<file path="config.mk">
export PLATFORM = sky130hd
export DESIGN_NAME = oam_dma
export DESIGN_NICKNAME = d
export VERILOG_FILES = /design/src/rtl/oam_dma_pkg.sv /design/src/rtl/oam_dma.sv
export SDC_FILE = /design/constraint.sdc
export NUM_CORES = 1
export LEC_CHECK = 0
export CORE_AREA = 2 2 58 60
export CTS_CLUSTER_SIZE = 30
export DETAILED_ROUTE_END_ITERATION = 7
export DIE_AREA = 0 0 60 62
export DONT_BUFFER_PORTS = 1
export GPL_ROUTABILITY_DRIVEN = 0
export GPL_TIMING_DRIVEN = 0
export MAX_ROUTING_LAYER = met4
export PLACE_DENSITY_LB_ADDON = 0.3
export SYNTH_ARGS = -nofsm -noshare
export SYNTH_HDL_FRONTEND = slang
export SYNTH_SLANG_ARGS = --single-unit
export TNS_END_PERCENT = 10
</file>
<file path="constraint.sdc">
create_clock -name clock -period 2.91 [get_ports clock]
set_clock_uncertainty 0.15 [all_clocks]
set_input_delay 0.1455 -clock clock [delete_from_list [all_inputs] [get_ports clock]]
set_output_delay 0.1455 -clock clock [all_outputs]
set_load 0.01 [all_outputs]
</file>
<file path="src/rtl/oam_dma_pkg.sv">
// Shared constants for the sprite-DMA engine: state encodings and default bus addresses.
package oam_dma_pkg;

  typedef enum logic [2:0] {
    OAM_DMA_ST_IDLE  = 3'd0,
    OAM_DMA_ST_HALT  = 3'd1,
    OAM_DMA_ST_ALIGN = 3'd2,
    OAM_DMA_ST_READ  = 3'd3,
    OAM_DMA_ST_WRITE = 3'd4
  } oam_dma_state_e;

  localparam logic [15:0] OAM_DMA_REG_ADDR_DFLT  = 16'h4014;
  localparam logic [15:0] OAM_DMA_DATA_ADDR_DFLT = 16'h2004;
  localparam int          OAM_DMA_XFER_LEN_DFLT  = 256;

endpackage

</file>
<file path="src/rtl/oam_dma.sv">
// Sprite-DMA engine between the CPU core and the system bus; copies one page to OAM on a $4014 write.
// Optional parity-alignment cycle is built only when OAM_DMA_ALIGN_EN is defined.
//
// state | meaning
// IDLE  | CPU bus passed through, watching for the trigger write
// HALT  | core frozen, bus shows a read of cpu_addr
// ALIGN | extra halt cycle to land reads on the correct parity
// READ  | read byte {page,idx} into buffer
// WRITE | write buffer to OAM data port, advance idx
module oam_dma
  import oam_dma_pkg::*;
#(
  parameter logic [15:0] DMA_REG_ADDR  = OAM_DMA_REG_ADDR_DFLT,
  parameter logic [15:0] OAM_DATA_ADDR = OAM_DMA_DATA_ADDR_DFLT,
  parameter int          XFER_LEN      = OAM_DMA_XFER_LEN_DFLT
) (
  input  logic        clock,
  input  logic        nreset,
  input  logic [15:0] cpu_addr,
  input  logic [7:0]  cpu_data_out,
  input  logic        cpu_rw,
  input  logic [7:0]  bus_data_in,
  output logic [15:0] addr,
  output logic [7:0]  data_out,
  output logic        rw,
  output logic        cpu_halt,
  output logic        dma_active
);

  localparam logic [7:0] LAST_IDX = 8'(XFER_LEN - 1);

  oam_dma_state_e state, state_nxt;
  logic [7:0] idx;
  logic [7:0] page;
  logic [7:0] buffer;
  logic       trigger;

  assign trigger = (cpu_rw == 1'b0) && (cpu_addr == DMA_REG_ADDR);

  always_ff @(posedge clock) begin
    if (nreset) begin
      state  <= OAM_DMA_ST_IDLE;
      idx    <= 8'd0;
      page   <= 8'd0;
      buffer <= 8'd0;
    end else begin
      state <= state_nxt;
      // page only latches from IDLE so a retrigger mid-transfer cannot corrupt it
      if (state == OAM_DMA_ST_IDLE && trigger)
        page <= cpu_data_out;
      if (state == OAM_DMA_ST_READ)
        buffer <= bus_data_in;
      if (state == OAM_DMA_ST_WRITE)
        idx <= (idx == LAST_IDX) ? 8'd0 : idx + 8'd1;
    end
  end

`ifdef OAM_DMA_ALIGN_EN
  logic parity;

  always_ff @(posedge clock) begin
    if (nreset)
      parity <= 1'b0;
    else
      parity <= ~parity;
  end
`endif

  always_comb begin
    state_nxt  = state;
    addr       = cpu_addr;
    data_out   = cpu_data_out;
    rw         = cpu_rw;
    cpu_halt   = 1'b1;
    dma_active = 1'b1;
    case (state)
      OAM_DMA_ST_IDLE: begin
        cpu_halt   = 1'b0;
        dma_active = 1'b0;
        if (trigger)
          state_nxt = OAM_DMA_ST_HALT;
      end
      OAM_DMA_ST_HALT: begin
        rw = 1'b1;
`ifdef OAM_DMA_ALIGN_EN
        state_nxt = parity ? OAM_DMA_ST_READ : OAM_DMA_ST_ALIGN;
`else
        state_nxt = OAM_DMA_ST_READ;
`endif
      end
`ifdef OAM_DMA_ALIGN_EN
      OAM_DMA_ST_ALIGN: begin
        rw        = 1'b1;
        state_nxt = OAM_DMA_ST_READ;
      end
`endif
      OAM_DMA_ST_READ: begin
        addr      = {page, idx};
        rw        = 1'b1;
        state_nxt = OAM_DMA_ST_WRITE;
      end
      OAM_DMA_ST_WRITE: begin
        addr      = OAM_DATA_ADDR;
        rw        = 1'b0;
        data_out  = buffer;
        state_nxt = (idx == LAST_IDX) ? OAM_DMA_ST_IDLE : OAM_DMA_ST_READ;
      end
      default: state_nxt = OAM_DMA_ST_IDLE;
    endcase
  end

endmodule

</file>
==> flow_results.org <==
** Yosys
- Share of synthesized cell area in full adder, half adder and majority cells :: 0.852%
- Summed over all instances, the cell type with the most area after synthesis is dfxtp_1.
- Post-synth top flop :: dfxtp_1
- Post-Syn Nets :: 228
- Share of the synthesized area in the top cell type :: between 30 and 40%
- The synthesized design contains 0 enable-type register cells.
- Post-synthesis instance total :: 192
- Multiplexer fraction of the synthesized cell area :: 0%
- After synthesis, the largest family of logic cells by area is simple AND/OR/NAND/NOR gates.
- Post-synthesis async set-or-reset flop share :: 0%
- The synthesized design contains 27 register bits.
- Sequential share of the synthesized area :: 36.8%
- Synth warn :: 0
- After synthesis, the netlist uses 33 different library cells.
- Mean cell area of the mapped netlist :: 7.65 um2
- Largest cells by area after synthesis :: dfxtp_1 37%, nand2_1 13%, a22o_1 8.3%
- The mapped netlist covers 1470 um2.
- After Yosys synthesis, XOR and XNOR cells account for 4.17% of the synthesized area.
- The synthesized netlist devotes between 10% and 20% of its cell area to compound gates.
- Share of synthesized cell area in and, or, nand and nor gates :: between 30 and 40%

** Critical path
- Walking the worst path, the cells encountered are inv_1 > and3_1 > buf_2 > nor2_4 > buf_2 > a22o_1.
- The worst setup path is launched from a flip-flop.
- The worst setup path is captured at an output pin.
- Maximum fanout along the worst path :: 10
- For this run, the slowest stage of the critical path takes 0.45 ns.
- Number of buffers and inverters on the critical path :: 3
- Type of the worst setup path :: flip-flop to output pin
- Slowest-stage cell, CP :: dfxtp_1
- Counting stages on the worst path, the most repeated cell is buf_2.
- Among cell families on the critical path, the largest total delay comes from buffers and inverters.
- Required time of the critical path :: 2.61 ns
- CP Data Arrival Time :: 1.89 ns

** CTS
- Number of CTS-inserted buffers :: 3
- Depth of the CTS H-tree :: 1
- Master cell of the clock root buffer :: clkbuf_4
- Clock Latency Late Sink :: 0.33 ns
- After clock tree synthesis, the clock-pin slew on the worst setup and hold paths is 0.15 ns.
- TritonCTS built the clock tree.
- Buffer depth of the longest clock path :: 2
- Counting every sink on the clock net gives 27.
- Number of buffers inserted by post-CTS setup repair :: 0

** Placed design
- Worst Setup Slack post-DPL :: 1.12 ns
- Half-perimeter wire length of the detailed placement result :: 3040 um
- Port bufs :: 0
- Placed Cells :: 238

** Timing
- Period Utilization, post-route :: around three quarters
- Fmax achieved :: about 460 MHz
- Min setup slack post-route :: 0.723 ns
- The routed design could run at a clock period as short as 2.19 ns.
- The max-slew violation count came to 0.
- Number of setup violations in the final report :: 0
- In this run the tightest slew margin relative to its limit is around two thirds.
- Setup repair after global routing left no endpoint under its margin.
- Final Hold Violating Endpoints :: 0
- Tightest Pin Transition :: 0.520 ns
- Adding up every negative setup slack in the final design gives 0 ns.

** Cells and area
- For this run, the number of standard cells in the final layout without fillers is 259.
- Counting the fill cells in the layout gives 315.
- Compared with the post-synthesis result, the final layout area differs by 17.5%.
- 0 antenna diodes ended up in the layout.
- Number of nets at the end of the flow :: 250
- Post-layout utilization of the core :: 54.3%
- The post-route netlist has 9.39% of its cells at a drive strength greater than 1.
- In the final layout, the multi-input gates occupy 842 um2.
- Area used by sequential logic in the layout :: 541 um2

** Drt
- Total routed wirelength :: 4190 um
- Ratio of routed vias to standard cells :: 5.71
- Routed len/inst :: 16.2 um
- For this run, the detailed router's first-pass iteration total came to 4.
- ANT nets after route :: 0
- After detailed routing, the number of remaining DRC violations is 0.
- The first routing iteration left a little under 90 violations.
- Total vias in the final route :: 1,479

** Power
- Combinational Power Share :: about 10%
- Internal power comes to 0.452 mW.
- Peak supply drop :: between 0.2 and 0.25 mV
- The clock network accounts for between 20% and 30% of the total power.
- P_leak :: 0.684 nW
- The analysis attributes to net switching a power of 0.151 mW.
- Sequential cells burn 61.3% of the power.
- Summing internal, switching and leakage power gives a little over 0.6 mW.
- Net Sw Frac :: between 20% and 30%
- Power spread over the standard cell area amounts to 350 nW/um2.

** Global route
- Residual overflow from global routing :: 0
- Initial antenna violation count :: 0
- Wire length of the first global-routing pass :: 6320 um
- Number of global-route vias before repair :: 1,371
- Entering global routing, the biggest net connects 17 pins.
- Across every metal layer, demand over resource in global routing totals 23.8%.

** Die
- The die covers between 3000 and 4000 um2.
- Chip Width :: 60 um
- In this run the vertical extent of the chip is a little over 60 um.
- The initial utilization of the core area, before any placement, comes to 46.2%.
- The floorplan has 21 rows.
- The total area inside the core boundary comes to 3180 um2.
- 62 I/O pins were placed.

** Run
- Number of max-capacitance violations reported :: 0

** Worst hold path
- In this run the worst hold path is classified as primary input to flip-flop.

** Outcome
- Outcome :: complete, no violations
-- kinds of logic after synthesis --
kind of cell | count (synthesis)
flip-flops | 27
AND/OR/NAND/NOR | 97
XOR/XNOR | 7
adder cells (fa/ha/maj) | 1
AO/OA/AOI/OAI | 44
buffers and inverters | 16
-- registers in the layout, summed over array words and instances (netlist names) --
name	flops
idx	8
buffer	8
page	8
state	3
-- area by class of cell --
type / instances / share of cell area, %
buffer: 14 / 4.57
multi-input combinational: 149 / 48.8
tap: 46 / 3.33
sequential: 27 / 31.3
clock inverter: 1 / 0.435
timing repair buffer: 17 / 9.86
inverter: 2 / 0.435
clock buffer: 3 / 1.30
-- power by group through the flow --
stage	clock, mW	combinational (mW)	sequential, mW
final	0.173	0.0605	0.370
after global placement	0	0.0408	0.378
after detailed placement	0	0.0408	0.378
after floorplan	0	0.0350	0.378
after global routing	0.191	0.0653	0.370
after CTS	0.170	0.0596	0.370
-- stage by stage --
stage	area, um2	hold WS (ns)
floorplan	1470	0.0683
global placement	1530	0.0708
detailed placement	1530	0.0712
CTS	1730	0.0592
global route	1730	0.0725
finish	1730	0.0562
-- layout by cell type (no fill, tap or decap), types with 2 or more instances in the layout --
cell type,netlist,routed
dfxtp_1,27,27
inv_1,2,2
nor2_2,2,2
and4_1,2,2
nand2_1,49,49
nand4_1,13,13
a21oi_1,17,17
and3_1,3,3
buf_2,6,6
o21ai_0,9,9
clkbuf_4,0,3
xor2_1,3,3
nand3_1,6,6
xnor2_1,4,4
dlygate4sd3_1,0,17
nor2_1,12,12
clkbuf_1,5,5
a22o_1,14,14
buf_6,2,2
-- worst paths after layout --
path	slack, ns	startpoint	end	cells past startpoint
max	0.72	state[2]	addr[4]	6
min	0.06	nreset	idx[2]	2
max reg2reg	1.15	state[1]	page[5]	5
min reg2reg	0.33	buffer[4]	buffer[4]	2
-- cell usage after synthesis, drive strengths merged (2+ instances only) --
cell type and count:
a21oi 17, a22o 14, and3 3, and4 2, buf 9, clkbuf 5, dfxtp 27, inv 2
nand2 49, nand3 6, nand4 13, nor2 15, nor3 3, o21ai 9, xnor2 4, xor2 3
-- layer usage --
metal	vias up	track usage [%]	part of all wire [%]
met5	-	-	0
met3	9	3.73	6.4
met4	0	7.30	1.6
met2	46	41.8	53
li1	722	-	-
met1	702	28.0	39
-- what timing repair did --
action	4_1_cts	5_1_grt
hold endpoints to repair	23	0
hold buffers	17	0
resized for setup	0	0
No activity file was read; power rests on OpenSTA's default activity.
